**src/rtl/oserdes_mem_burst_if.sv**
```systemverilog
// Write-data stream between the write-data FIFO and the burst formatter.
// Latency: none, wires only.
// Backpressure: wr_ready from the formatter; a beat moves when wr_valid & wr_ready.
interface oserdes_mem_burst_if #(
    parameter int NLANES = 8
);
    logic [NLANES*4-1:0] wr_data;
    logic                wr_valid;
    logic                wr_ready;

    modport master (output wr_data, output wr_valid, input wr_ready);
    modport slave  (input wr_data, input wr_valid, output wr_ready);
endinterface

```
**src/rtl/oserdes_mem_burst.sv**
```systemverilog
// Burst formatter: stream beats -> per-lane 4-bit din/tin nibbles with driven pre/postamble.
// Latency: start to first data nibble on din_o is PRE_CYCLES+1 cycles; outputs one cycle behind state.
// Backpressure: wr_ready high only in DATA; stalls drive zeros and set sticky underrun.
// Optional strobe lane (dqs_din_o/dqs_tin_o) is built when OSERDES_MEM_BURST_DQS_EN is defined.
module oserdes_mem_burst #(
    parameter int NLANES      = 8,
    parameter int LEN_W       = 6,
    parameter int PRE_CYCLES  = 1,
    parameter int POST_CYCLES = 1
) (
    input  logic                clk,
    input  logic                rst,
    input  logic                start_i,
    input  logic [LEN_W-1:0]    burst_len_i,
    oserdes_mem_burst_if.slave  wr_if,
    output logic [NLANES*4-1:0] din_o,
    output logic [NLANES*4-1:0] tin_o,
    output logic                busy_o,
    output logic                done_o,
`ifdef OSERDES_MEM_BURST_DQS_EN
    output logic [3:0]          dqs_din_o,
    output logic [3:0]          dqs_tin_o,
`endif
    output logic                underrun_o
);
    localparam int          DW      = NLANES * 4;
    localparam int          CNT_W   = LEN_W + 1;
    localparam logic [3:0]  PRE_LD  = 4'(PRE_CYCLES - 1);
    localparam logic [3:0]  POST_LD = 4'(POST_CYCLES - 1);

    typedef enum logic [1:0] {
        S_IDLE,
        S_PRE,
        S_DATA,
        S_POST
    } state_t;

    state_t              state_q;
    logic [CNT_W-1:0]    beat_cnt_q;
    logic [3:0]          phase_q;
    logic                fin_q;      // POST just ended; done fires with the tin release
    logic [DW-1:0]       din_q;
    logic [DW-1:0]       tin_q;
    logic                done_q;
    logic                underrun_q;
`ifdef OSERDES_MEM_BURST_DQS_EN
    logic [3:0]          dqs_din_q;
    logic [3:0]          dqs_tin_q;
`endif

    logic [CNT_W-1:0]    beat_ld_d;

    // A zero length request means the full 2**LEN_W beats.
    assign beat_ld_d = (burst_len_i == '0) ? {1'b1, {LEN_W{1'b0}}} : {1'b0, burst_len_i};

    assign wr_if.wr_ready = (state_q == S_DATA);
    assign busy_o         = (state_q != S_IDLE);
    assign din_o          = din_q;
    assign tin_o          = tin_q;
    assign done_o         = done_q;
    assign underrun_o     = underrun_q;
`ifdef OSERDES_MEM_BURST_DQS_EN
    assign dqs_din_o      = dqs_din_q;
    assign dqs_tin_o      = dqs_tin_q;
`endif

    // Burst FSM with registered lane outputs derived from the current state.
    always_ff @(posedge clk) begin
        if (rst) begin
            state_q    <= S_IDLE;
            beat_cnt_q <= '0;
            phase_q    <= '0;
            fin_q      <= 1'b0;
            din_q      <= '0;
            tin_q      <= '1;
            done_q     <= 1'b0;
            underrun_q <= 1'b0;
`ifdef OSERDES_MEM_BURST_DQS_EN
            dqs_din_q  <= 4'b0000;
            dqs_tin_q  <= 4'b1111;
`endif
        end else begin
            done_q <= fin_q;
            fin_q  <= 1'b0;
            din_q  <= '0;
            tin_q  <= '0;
`ifdef OSERDES_MEM_BURST_DQS_EN
            dqs_din_q <= 4'b0000;
            dqs_tin_q <= 4'b0000;
`endif
            case (state_q)
                S_IDLE: begin
                    tin_q <= '1;
`ifdef OSERDES_MEM_BURST_DQS_EN
                    dqs_tin_q <= 4'b1111;
`endif
                    if (start_i) begin
                        beat_cnt_q <= beat_ld_d;
                        phase_q    <= PRE_LD;
                        underrun_q <= 1'b0;
                        state_q    <= S_PRE;
                    end
                end
                S_PRE: begin
                    if (phase_q == 4'd0) begin
                        state_q <= S_DATA;
                    end else begin
                        phase_q <= phase_q - 4'd1;
                    end
                end
                S_DATA: begin
`ifdef OSERDES_MEM_BURST_DQS_EN
                    // Strobe toggles whether or not a beat moves; D1 (bit 0) is low.
                    dqs_din_q <= 4'b1010;
`endif
                    if (wr_if.wr_valid) begin
                        din_q      <= wr_if.wr_data;
                        beat_cnt_q <= beat_cnt_q - CNT_W'(1);
                        if (beat_cnt_q == CNT_W'(1)) begin
                            phase_q <= POST_LD;
                            state_q <= S_POST;
                        end
                    end else begin
                        underrun_q <= 1'b1;
                    end
                end
                S_POST: begin
                    if (phase_q == 4'd0) begin
                        fin_q   <= 1'b1;
                        state_q <= S_IDLE;
                    end else begin
                        phase_q <= phase_q - 4'd1;
                    end
                end
                default: state_q <= S_IDLE;
            endcase
        end
    end
endmodule

```
**src/flat_wrapper.sv**
```systemverilog
// flat-port wrapper written by rule: the top's interface ports become plain ports
module oserdes_mem_burst_flat 
#(
    parameter int NLANES      = 8,
    parameter int LEN_W       = 6,
    parameter int PRE_CYCLES  = 1,
    parameter int POST_CYCLES = 1
)
  (clk, rst, start_i, burst_len_i, din_o, tin_o, busy_o, done_o, underrun_o, wr_if_wr_data, wr_if_wr_valid, wr_if_wr_ready);
  oserdes_mem_burst_if #(.NLANES(NLANES)) wr_if_i ();
  input  logic clk;
  input  logic rst;
  input  logic start_i;
  input  logic [LEN_W-1:0] burst_len_i;
  output logic [NLANES*4-1:0] din_o;
  output logic [NLANES*4-1:0] tin_o;
  output logic busy_o;
  output logic done_o;
  output logic underrun_o;
  input wire logic [$bits(wr_if_i.wr_data)-1:0] wr_if_wr_data;
  input wire logic [$bits(wr_if_i.wr_valid)-1:0] wr_if_wr_valid;
  output wire logic [$bits(wr_if_i.wr_ready)-1:0] wr_if_wr_ready;
  assign wr_if_i.wr_data = wr_if_wr_data;
  assign wr_if_i.wr_valid = wr_if_wr_valid;
  assign wr_if_wr_ready = wr_if_i.wr_ready;
  oserdes_mem_burst #(.NLANES(NLANES), .LEN_W(LEN_W), .PRE_CYCLES(PRE_CYCLES), .POST_CYCLES(POST_CYCLES)) u_core (.clk(clk), .rst(rst), .start_i(start_i), .burst_len_i(burst_len_i), .wr_if(wr_if_i), .din_o(din_o), .tin_o(tin_o), .busy_o(busy_o), .done_o(done_o), .underrun_o(underrun_o));
endmodule
```
**config.mk**
```make
export PLATFORM = sky130hd
export DESIGN_NAME = oserdes_mem_burst_flat
export DESIGN_NICKNAME = d
export VERILOG_FILES = /design/src/rtl/oserdes_mem_burst_if.sv /design/src/rtl/oserdes_mem_burst.sv /design/src/flat_wrapper.sv
export SDC_FILE = /design/constraint.sdc
export NUM_CORES = 1
export LEC_CHECK = 0
export BUFFER_PORTS_ARGS = -buffer_cell sky130_fd_sc_hd__buf_2
export CAP_MARGIN = 20
export CORE_MARGIN = 2
export CORE_UTILIZATION = 38
export CTS_BUF_LIST = sky130_fd_sc_hd__clkbuf_4 sky130_fd_sc_hd__clkbuf_8
export CTS_CLUSTER_SIZE = 8
export DETAILED_ROUTE_END_ITERATION = 8
export GPL_TIMING_DRIVEN = 0
export PLACE_DENSITY = 0.76
export RECOVER_POWER = 25
export SETUP_SLACK_MARGIN = 0.4
export SYNTH_ARGS = -nofsm -noshare
export SYNTH_HDL_FRONTEND = slang
export SYNTH_SLANG_ARGS = --single-unit
```
**constraint.sdc**
```tcl
create_clock -name clk -period 3.2 [get_ports clk]
set_input_delay 0.64 -clock clk [delete_from_list [all_inputs] [get_ports clk]]
set_output_delay 0.64 -clock clk [all_outputs]
set_load 0.05 [all_outputs]
```
# == Word-level counts from Yosys, hierarchy flattened ==
# Cells that the tools add are included.
# Widths: inputs -> output; s select.
# classes
addsub,2
n_eq_ne,11
n_reduce_logical,12
muxes,20
bitwise_logic,3
# ops
cell,n
$mux 32,1
$mux 7,3
$mux 4,4
$pmux 7 s2,1
$pmux 4 s3,1
$mux 2,5
$ne 2x2->1 const B,4
$pmux 2 s4,1
$eq 7x1->1 const B,1
$sub 7x1->7 const B,1
$logic_not 6->1,1
$ne 2x1->1 const B,3
$reduce_and 3->1,2
$reduce_and 5->1,1
$eq 2x2->1 const B,2
$logic_not 4->1,1
$reduce_and 4->1,1
$reduce_bool 2->1,2
$reduce_or 2->1,2
$sub 4x1->4 const B,1
$mux 1,3
$not 1->1,3
$reduce_or 3->1,1
$eq 2x1->1 const B,1
2 further kinds,2
# word_totals
regBits,80
wordCells,56
output_inout_bits,68

# == Depth between registers and ports, before layout ==
# Gate-level depths: netlist (run 1).
# depth
word_depth,4
depth_mapped,8
mapped_depth_nobuf,6

# == Worst setup path before layout (run 1) ==
# OpenSTA, ideal clock, no wires.
# synth_path
path_kind,register to register
start,reg u_core.state_q[0]
end,reg u_core.state_q[0]
t_arrival_ps,2020
path_buffers,2
stages_incl_launch_ff,9
period_less_slack_ps,2107
path_slack_ps,1093
cell_sequence,dfxtp_1 > inv_1 > ha_1 > buf_2 > inv_1 > o2111ai_1 > buf_2 > or4_1 > o31ai_1
# synth_via
elab_chain_len,3
elab_cells_between_ends,11
cone_classes,8 x eq/ne; 1 x mux; 2 x reduce/logical
# synth_lines
item,line_no,text
from (decl),oserdes_mem_burst.sv:38,state_t state_q;
from (signal assigned),oserdes_mem_burst.sv:70,state_q <= S_IDLE;
from (signal assigned),oserdes_mem_burst.sv:101,state_q <= S_PRE;
from (signal assigned),oserdes_mem_burst.sv:106,state_q <= S_DATA;
$eq 2x2->1 *,-,
net wr_if_wr_ready,flat_wrapper.sv:22,output wire logic [$bits(wr_if_i.wr_ready)-1:0] wr_if_wr_ready;
$ne 2x1->1 (no line) / $ne 2x2->1 (equally long branches),-,
$reduce_and 5->1 (no line),-,
# Mark *: on every way through the listed nets, which the timed path passes. The rest lies on a longest branch.
# A chain may end at the register's enable or synchronous reset.

==> out/results.ini, run 1 <==
[run_status]
status = finished, final reports clean

[critical_path]
worstSetupPathType = reg2out
r2r_cells = 7
crit_fanout = 32
cp.required_ns = 2.56
worstPathArrival_ns = 1.71
end_kind = output port
startpoint_type = flop

[timing]
worst_slack_ns = 0.853
fin_skew_ns = 0.0109
period_share_pct = 73.3
tns_ns = 0
hold_viol_final = 0
max_slew_margin_pct = 41.0
max_freq_ghz = 0.426
setup_violations = 0
hold-worst-slack_ns = 0.458
tightest_slew_ns = 0.883
fin_crit_ns = 2.35
rsz0062_at_grt = false
drv_slew = 0

[cells_and_area]
area_delta_synth_final_pct = 34.3
num_antenna_cells = 0
fin_cells = 411
layout_common_cells = buf_2 (84), dfxtp_1 (49), clkbuf_1 (34), and2_1 (32), buf_4 (31)
layout_commonest_cell = buf_2
fillCellCount = 521
num-nets-final = 388
drive_gt1_share_pct = 37.8

[yosys]
synth.distinct_cells = 39
yosys_warnings = 0
synth_compound_area_share_pct = 11.4
syn_area_sq_um = 2090
synth_top_family_by_area = simple AND/OR/NAND/NOR gates
async_flop_share_pct = 0
synth.yosys.seq_area_share_pct = 46.9
postSynthCellCount = 222
synth-simple-area-share_pct = 21.9
ys_ff_latch = 49
yosys-mux-area-fraction_pct = 0.538
synth-xor-area-share_pct = 0
syn_nets = 272
avgSynthCellArea_sq_um = 9.42
synth_ff_type = dfxtp_1
synth_fa_ha_area_share_pct = 4.78
synth_edf_count = 0

[clock_network]
clockBufferDepth = 2
hold_buffers = 0
root_buffer = clkbuf_8
cts_resized = 0
cts_sinks = 49
htree_levels = 2
cts_buffers = 5
clk_pin_slew_ns = 0.10
post_cts_buffers = 0
cts_tree = yes
clkLatencyLatePin_ns = 0.31

[global_route]
grt_pass1_wl_microns = 7180
grt_pass1_vias = 1678
antenna_found_initial = 0
grt_max_degree = 33
grt.total_usage_pct = 14.6
grt.overflow.total = 0

[route]
vias = 1864
drt_wl_total_microns = 4460
vias_per_cell = 4.54
drt.antenna.violating_nets = 0
first_pass_iters = 4
drc_errors = 0
drt_iter0_drc = 114
routedWlPerCell_microns = 10.9

[placed_design]
dp.cells = 403
dp_hpwl_microns = 3460
gp_congestion = 0.815
dp_worst_setup_slack_ns = 1.03
io_buffers = 109

[floorplanning]
die_x_microns = 78.2
core_area_sq_um = 5410
io_pins = 110
rows = 27
die_h_microns = 78.2
dieArea_sq_um = 6110
start_util_pct = 38.7

[power_and_ir_drop]
powerDensity_nw_per_um2 = 993
p_leak_nw = 1.26
peakVddDrop_v = 0.000550

[job]
maxCapViolations = 0

[worst_hold_path]
min_delay_path_depth = 1
holdCritPathClass = reg2reg

## cell type report
| class | instances | area [sq um] | area share, % |
|---|---|---|---|
| Tap cell | 72 | 90.1 | 3.21 |
| Sequential cell | 49 | 981 | 34.9 |
| Multi-Input combinational cell | 124 | 808 | 28.8 |
| Buffer | 40 | 269 | 9.57 |
| Timing Repair Buffer | 109 | 512 | 18.2 |
| Inverter | 9 | 33.8 | 1.20 |
| Clock inverter | 3 | 47.5 | 1.69 |
| Clock buffer | 5 | 68.8 | 2.45 |
## synth_stat cells, drive strengths merged, types with 3 or more instances
master	number	area, sq um
inv	9	33.8
clkbuf	7	26.3
o21ai	10	50.1
ha	8	100
nor3	6	30.0
nor2	10	37.5
a21oi	12	60.1
dfxtp	49	981
buf	33	243
and2	32	200
nand2	9	33.8
nand2b	3	18.8
## through the flow
stage | power [mW] | area, sq um | utilization, %
after floorplan | 2.04 | 2090 | -
after global placement | 2.31 | 2730 | 50.5
after detailed placement | 2.34 | 2730 | 50.5
after CTS | 2.81 | 2840 | 52.6
after global routing | 2.95 | 2810 | 52.0
final | 2.79 | 2810 | 52.0
## per-layer routing
layer  up-vias  track usage [%]  wire [microns]
met5         -                0               0
met4         0             6.32              59
met3         6             4.48             508
met2       105             25.7            2070
met1       816             16.2            1830
li1        937                -               -
## critical path, cell delays in order, from the launching register on
cell and delay, ns:
dfxtp_1 0.92, buf_4 0.23, buf_2 0.26
## kinds of logic after synthesis
family          count (synthesis)
simple gates                   78
buf+inv                        49
flops                          49
compound gates                 37
fa+ha+maj                       8
mux                             1
## registers in the layout, indices dropped and copies added, names as in the netlist
signal / count
u_core.underrun_o: 1
u_core.done_o: 1
u_core.phase_q: 4
u_core.state_q: 2
u_core.beat_cnt_q: 7
u_core.fin_q: 1
u_core.tin_o: 1
u_core.din_o: 32
## power breakdown
group | switching (mW) | total, mW | internal [mW] | leakage (nW)
sequential | 0.0838 | 0.767 | 0.684 | 0.397
combinational | 1.06 | 1.56 | 0.503 | 0.802
clock | 0.224 | 0.462 | 0.239 | 0.0591
total | 1.36 | 2.79 | 1.43 | 1.26
## worst paths after layout
path | from | end | slack (ns)
setup / recovery | u_core.tin_o[30] | tin_o[20] | 0.85
setup reg to reg | u_core.state_q[0] | u_core.din_o[21] | 1.09
hold / removal | u_core.fin_q | u_core.done_o | 0.46
hold reg to reg | u_core.fin_q | u_core.done_o | 0.46
Power figures use the tool's default switching activity.
==> run 2, diff against run 1 <==
--- a/config.mk
+++ b/config.mk
@@ -13,7 +13,7 @@
 export CTS_CLUSTER_SIZE = 8
 export DETAILED_ROUTE_END_ITERATION = 8
 export GPL_TIMING_DRIVEN = 0
-export PLACE_DENSITY = 0.76
+export PLACE_DENSITY = 0.79
 export RECOVER_POWER = 25
 export SETUP_SLACK_MARGIN = 0.4
 export SYNTH_ARGS = -nofsm -noshare
==> constraint.sdc (replaced) <==
create_clock -name clk -period 1.95 [get_ports clk]
set_input_delay 0.39 -clock clk [delete_from_list [all_inputs] [get_ports clk]]
set_output_delay 0.39 -clock clk [all_outputs]
set_load 0.05 [all_outputs]
==> run 2 against run 1 <==
Effect of this change:
- hold slack lost 0.18 ns
- clock power grew 62%
- sequential cell count is the same
- critical path depth grew 5
- combinational power grew 130%
- highest routed layer unchanged
- largest power group unchanged
==> out/results.ini, run 2 (synthesis results as in run 1) <==
[run_status]
status = finished, final reports clean

[job]
maxCapViolations = 0  ; unchanged

[timing]
worst_slack_ns = 0.173  ; -0.680 ns
drv_slew = 0  ; unchanged
setup_violations = 0  ; unchanged
tightest_slew_ns = 0.622  ; -0.261 ns
period_share_pct = 91.1
fin_skew_ns = 0.00433  ; -0.00654 ns
fin_crit_ns = 1.78
rsz0062_at_grt = true
hold_viol_final = 0  ; unchanged
tns_ns = 0  ; unchanged
max_freq_ghz = 0.563
max_slew_margin_pct = 58.7  ; +18 points

[route]
drt.antenna.violating_nets = 0  ; unchanged
met2RoutedLength_microns = 2850  ; +38%
wl_met1_microns = 2040  ; +11%
first_pass_iters = 4  ; unchanged
drt_iter0_drc = 160  ; +40%
vias_per_cell = 4.74  ; +4.6%
vias = 2044  ; +9.7%
routedWlPerCell_microns = 13.0  ; +20%
drc_errors = 0  ; unchanged
wl_met3_microns = 638  ; +26%
top_layer_used = met4
drt_wl_total_microns = 5620  ; +26%

[clock_network]
cts_sinks = 49  ; unchanged
cts_buffers = 5  ; unchanged
clk_pin_slew_ns = 0.09  ; about the same
htree_levels = 2  ; unchanged
root_buffer = clkbuf_8
cts_tree = yes
hold_buffers = 0  ; unchanged
clkLatencyLatePin_ns = 0.30  ; about the same
clockBufferDepth = 2  ; unchanged

[worst_hold_path]
min_delay_path_depth = 2  ; +1
holdPathEnd = u_core.din_o[23]
hp-start = wr_if_wr_data[23]
holdCritPathClass = in2reg

[critical_path]
end_kind = flop
crit-reg2reg-capture = u_core.state_q[0]
regToRegSetupSlack_ns = 0.17  ; -0.92 ns
worstReg2RegStart = u_core.state_q[1]
worstSetupPathType = reg2reg
cp.required_ns = 2.17  ; -0.39 ns
r2r_cells = 7  ; unchanged
startpoint_type = flop
crit_fanout = 6  ; -81%
crit_path_start = u_core.state_q[1]
worstPathArrival_ns = 1.99  ; +0.28 ns

[floorplanning]
die_x_microns = 78.2  ; unchanged
core_area_sq_um = 5410  ; unchanged
die_h_microns = 78.2  ; unchanged
dieArea_sq_um = 6110  ; unchanged
start_util_pct = 38.7  ; unchanged
io_pins = 110  ; unchanged
rows = 27  ; unchanged

[power_and_ir_drop]
powerDensity_nw_per_um2 = 1670  ; +68%
p_leak_nw = 1.51  ; +20%
peakVddDrop_v = 0.000955  ; +74%

[cells_and_area]
final_area_sq_um = 3370  ; +20%
drive_gt1_share_pct = 51.3  ; +13 points
layout_commonest_cell = buf_4
layout_common_cells = buf_4 (68), buf_2 (48), dfxtp_1 (43), and2_1 (32), clkbuf_1 (30)
num_antenna_cells = 0  ; unchanged
fin_cells = 431  ; +4.9%
num-nets-final = 408  ; +5.2%
area_delta_synth_final_pct = 61.0
largest_reg_flops = 32  ; unchanged

[global_route]
grt.overflow.total = 0  ; unchanged
grt_max_degree = 17  ; -48%
grt_pass1_wl_microns = 8200  ; +14%
antenna_found_initial = 0  ; unchanged
grt.total_usage_pct = 16.9  ; +2.3 points
grt_pass1_vias = 1942  ; +16%

[placed_design]
dp.cells = 403  ; unchanged
postPlaceCellArea_sq_um = 2770  ; +1.6%
dp_worst_setup_slack_ns = 0.0785  ; -0.954 ns
dp_hpwl_microns = 3510  ; +1.5%
gp_congestion = 0.778  ; -4.6%
io_buffers = 109  ; unchanged

==> run 2: changes by cell type in the layout (fill, tap and decap cells not counted), moves of 5 or more <==
cell,change
buf_4,+37
buf_2,-36
buf_6,+19
o21ai_0,-8
dfxtp_1,-6
inv_1,-6
dfxtp_2,+5
==> run 2: critical path, stage by stage (launching register included) <==
cell and delay, ns:
dfxtp_1 0.44, inv_2 0.10, ha_4 0.20, nand2b_4 0.11, o2111ai_4 0.13, buf_6 0.16, or4_4 0.47, o31ai_1 0.07
==> run 2: report_power, final <==
part / internal [mW] / switching [mW] / total, mW
combinational: 1.53 / 2.08 / 3.61
clock: 0.399 / 0.347 / 0.747
sequential: 1.13 / 0.132 / 1.26
==> run 2: timing repair <==
action,4_1_cts,5_1_grt
pin swaps,9,6
gates resized for setup,51,77
cloned,0,1
buffers inserted,13,6
setup endpoints to repair,79,75
==> run 2: metal layers <==
layer | up-vias | track usage, %
met5 | - | 0
met1 | 925 | 16.1
li1 | 975 | -
met3 | 9 | 6.55
met4 | 0 | 6.67
met2 | 135 | 32.2
==> run 2: final cells by class <==
| class | instances | area (sq um) |
|---|---|---|
| fillers | 449 | 2040 |
| multi-input cells | 124 | 971 |
| plain buffers | 40 | 317 |
| clock inverters | 2 | 38.8 |
| flip-flops and latches | 49 | 991 |
| repair buffers | 129 | 841 |
| well taps | 72 | 90.1 |
| clock buffers | 6 | 76.3 |
| inverters | 9 | 43.8 |
==> run 2: worst max-delay path by stage <==
stage / to / slack, ns / cells after the start
2_1_floorplan: u_core.state_q[0] / 0.24 / 8
3_3_place_gp: u_core.din_o[17] / 0.12 / 6
3_5_place_dp: u_core.state_q[0] / 0.08 / 7
4_1_cts: u_core.state_q[1] / 0.22 / 6
5_1_grt: u_core.phase_q[0] / 0.09 / 9
6_report: u_core.state_q[0] / 0.17 / 7
==> run 2: stage by stage <==
stage | hold slack [ns] | util, % | power (mW)
final | 0.281 | 62.3 | 5.62
after global routing | 0.271 | 62.3 | 5.87
after CTS | 0.272 | 58.4 | 5.13
after detailed placement | 0.427 | 51.2 | 3.93
after global placement | 0.426 | 51.2 | 3.89
after floorplan | 0.414 | - | 3.44
==> run 3, diff against run 2 <==
--- a/config.mk
+++ b/config.mk
@@ -12,8 +12,8 @@
 export CTS_BUF_LIST = sky130_fd_sc_hd__clkbuf_4 sky130_fd_sc_hd__clkbuf_8
 export CTS_CLUSTER_SIZE = 8
 export DETAILED_ROUTE_END_ITERATION = 8
-export GPL_TIMING_DRIVEN = 0
-export PLACE_DENSITY = 0.79
+export GPL_TIMING_DRIVEN = 1
+export PLACE_DENSITY = 0.76
 export RECOVER_POWER = 25
 export SETUP_SLACK_MARGIN = 0.4
 export SYNTH_ARGS = -nofsm -noshare
==> constraint.sdc (replaced) <==
create_clock -name clk -period 1.8 [get_ports clk]
set_input_delay 0.36 -clock clk [delete_from_list [all_inputs] [get_ports clk]]
set_output_delay 0.36 -clock clk [all_outputs]
set_load 0.05 [all_outputs]
==> run 3 against run 2 <==
Effect of this change:
- global-route usage fell by 0.63 points
- setup slack got worse by 0.097 ns
- non-clock buffer count fell by 21
- sequential cell count did not move
- utilization rose by 1.6 points
- cell area rose by 2.5%
- clock power fell by 6.7%
==> out/results.ini, run 3 (synthesis results as in run 1) <==
[critical_path]
cp.required_ns = 2.02  ; -0.15 ns
cp_slowest_cell = or4b_1
cp_num_buf_inv = 1  ; -1
startpoint_type = flop
worstSetupPathType = reg2reg
worst_path_largest_cell_delay_ns = 0.49  ; +0.02 ns
worstPathArrival_ns = 1.94  ; -0.05 ns
crit_fanout = 4  ; -2
path_cells = inv_2 -> ha_4 -> or3b_4 -> o21a_4 -> or4b_1 -> o31ai_1
crit_family = simple AND/OR/NAND/NOR gates
end_kind = flop

[timing]
rsz0062_at_grt = true
fin_skew_ns = 0.0112  ; +0.00687 ns
max_slew_margin_pct = 36.4  ; -22 points
period_share_pct = 95.8  ; +4.6 points
drv_slew = 0  ; unchanged
max_freq_ghz = 0.580  ; +3.1%
worst_slack_ns = 0.0764  ; -0.0970 ns
fin_crit_ns = 1.72  ; -0.0530 ns
tightest_slew_ns = 0.954  ; +0.332 ns
hold_viol_final = 0  ; unchanged
setup_violations = 0  ; unchanged

[clock_network]
hold_buffers = 0  ; unchanged
cts_sinks = 49  ; unchanged
cts_buffers = 5  ; unchanged
clk_pin_slew_ns = 0.10  ; about the same
cts_tree = yes
clkLatencyLatePin_ns = 0.31  ; about the same
clockBufferDepth = 2  ; unchanged
htree_levels = 2  ; unchanged
root_buffer = clkbuf_8

[floorplanning]
core_area_sq_um = 5410  ; unchanged
io_pins = 110  ; unchanged
rows = 27  ; unchanged
die_x_microns = 78.2  ; unchanged
dieArea_sq_um = 6110  ; unchanged
start_util_pct = 38.7  ; unchanged
die_h_microns = 78.2  ; unchanged

[global_route]
grt_max_degree = 33  ; +16
grt.total_usage_pct = 16.2  ; -0.63 points
grt.overflow.total = 0  ; unchanged
antenna_found_initial = 0  ; unchanged
grt_pass1_vias = 1787  ; -8.0%
grt_pass1_wl_microns = 7910  ; -3.6%

[power_and_ir_drop]
peakVddDrop_v = 0.000947  ; -0.89%
powerDensity_nw_per_um2 = 1840  ; +10%
power_mw = 6.36  ; +13%
p_leak_nw = 1.53  ; +1.0%

[cells_and_area]
largest_reg_flops = 32  ; unchanged
drive_gt1_share_pct = 50.6  ; -0.66 points
layout_common_cells = buf_2 (50), dfxtp_1 (42), and2_1 (32), clkbuf_1 (27), buf_4 (26)
layout_commonest_cell = buf_2
fin_cells = 410  ; -4.9%
area_delta_synth_final_pct = 65.0
num-nets-final = 387  ; -5.1%
num_antenna_cells = 0  ; unchanged

[job]
maxCapViolations = 0  ; unchanged

[placed_design]
dp_hpwl_microns = 3230  ; -7.8%
gp_congestion = 0.794  ; +2.1%
dp_worst_setup_slack_ns = -0.00140  ; -0.0799 ns
dp.cells = 373  ; -7.4%
io_buffers = 109  ; unchanged

[route]
drt_iter0_drc = 104  ; -35%
drc_errors = 0  ; unchanged
vias_per_cell = 4.72  ; -0.48%
vias = 1935  ; -5.3%
drt_wl_total_microns = 5590  ; -0.64%
drt.antenna.violating_nets = 0  ; unchanged
first_pass_iters = 4  ; unchanged
routedWlPerCell_microns = 13.6  ; +4.4%

[run_status]
status = finished, final reports clean

[worst_hold_path]
holdCritPathClass = in2reg

run 3: changes by cell type in the layout (fill, tap and decap cells not counted), moves of 3 or more:
| cell | before | now |
|---|---|---|
| clkbuf_1 | 30 | 27 |
| buf_12 | 2 | 11 |
| buf_6 | 19 | 8 |
| buf_8 | 1 | 25 |
| nor2_1 | 10 | 7 |
| buf_4 | 68 | 26 |
run 3: power breakdown:
part | internal, mW | switching (mW) | total [mW]
combinational | 1.93 | 2.35 | 4.28
sequential | 1.23 | 0.147 | 1.38
clock | 0.291 | 0.406 | 0.697
total | 3.45 | 2.90 | 6.36
run 3: through the flow:
stage / util, % / instance area, sq um / hold slack [ns] / setup TNS [ns]
6_report: 63.9 / 3450 / 0.238 / 0
3_5_place_dp: 47.5 / 2570 / 0.424 / -0.00140
3_3_place_gp: 47.5 / 2570 / 0.421 / 0
4_1_cts: 54.5 / 2950 / 0.228 / 0
5_1_grt: 63.9 / 3450 / 0.228 / 0
2_1_floorplan: - / 2150 / 0.414 / 0
run 3: worst reg2reg max path, stage by stage, from the launching register on:
cell,delay [ns]
dfxtp_2,0.34
inv_2,0.07
ha_4,0.15
or3b_4,0.38
o21a_4,0.13
or4b_1,0.49
o31ai_1,0.07
run 3: final timing paths:
| check | from | to | slack (ns) | cells past startpoint |
|---|---|---|---|---|
| hold reg to reg | u_core.fin_q | u_core.done_o | 0.44 | 1 |
| hold / removal | wr_if_wr_data[12] | u_core.din_o[12] | 0.24 | 2 |
| setup reg to reg | u_core.phase_q[0] | u_core.state_q[1] | 0.08 | 6 |
| setup / recovery | u_core.phase_q[0] | u_core.state_q[1] | 0.08 | 6 |
run 3: layout make-up:
class	instances	area (sq um)
clock buffers	5	68.8
repair buffers	148	1260
multi-input cells	124	966
clock inverters	3	28.8
fillers	436	1950
flip-flops and latches	49	995
well taps	72	90.1
inverters	9	46.3
run 3: what timing repair did:
item,4_1_cts,5_1_grt
setup endpoints to repair,79,79
gates resized for setup,51,137
pin swaps,26,7
gates cloned,1,1
setup buffers,14,13
run 3: routing by layer:
| layer | routed length, microns | share of wire (%) | GRT usage [%] |
|---|---|---|---|
| met1 | 2090 | 37 | 17.1 |
| met2 | 2920 | 52 | 29.7 |
| met3 | 495 | 8.9 | 5.52 |
| met4 | 82 | 1.5 | 6.32 |
| met5 | 0 | 0 | 0 |
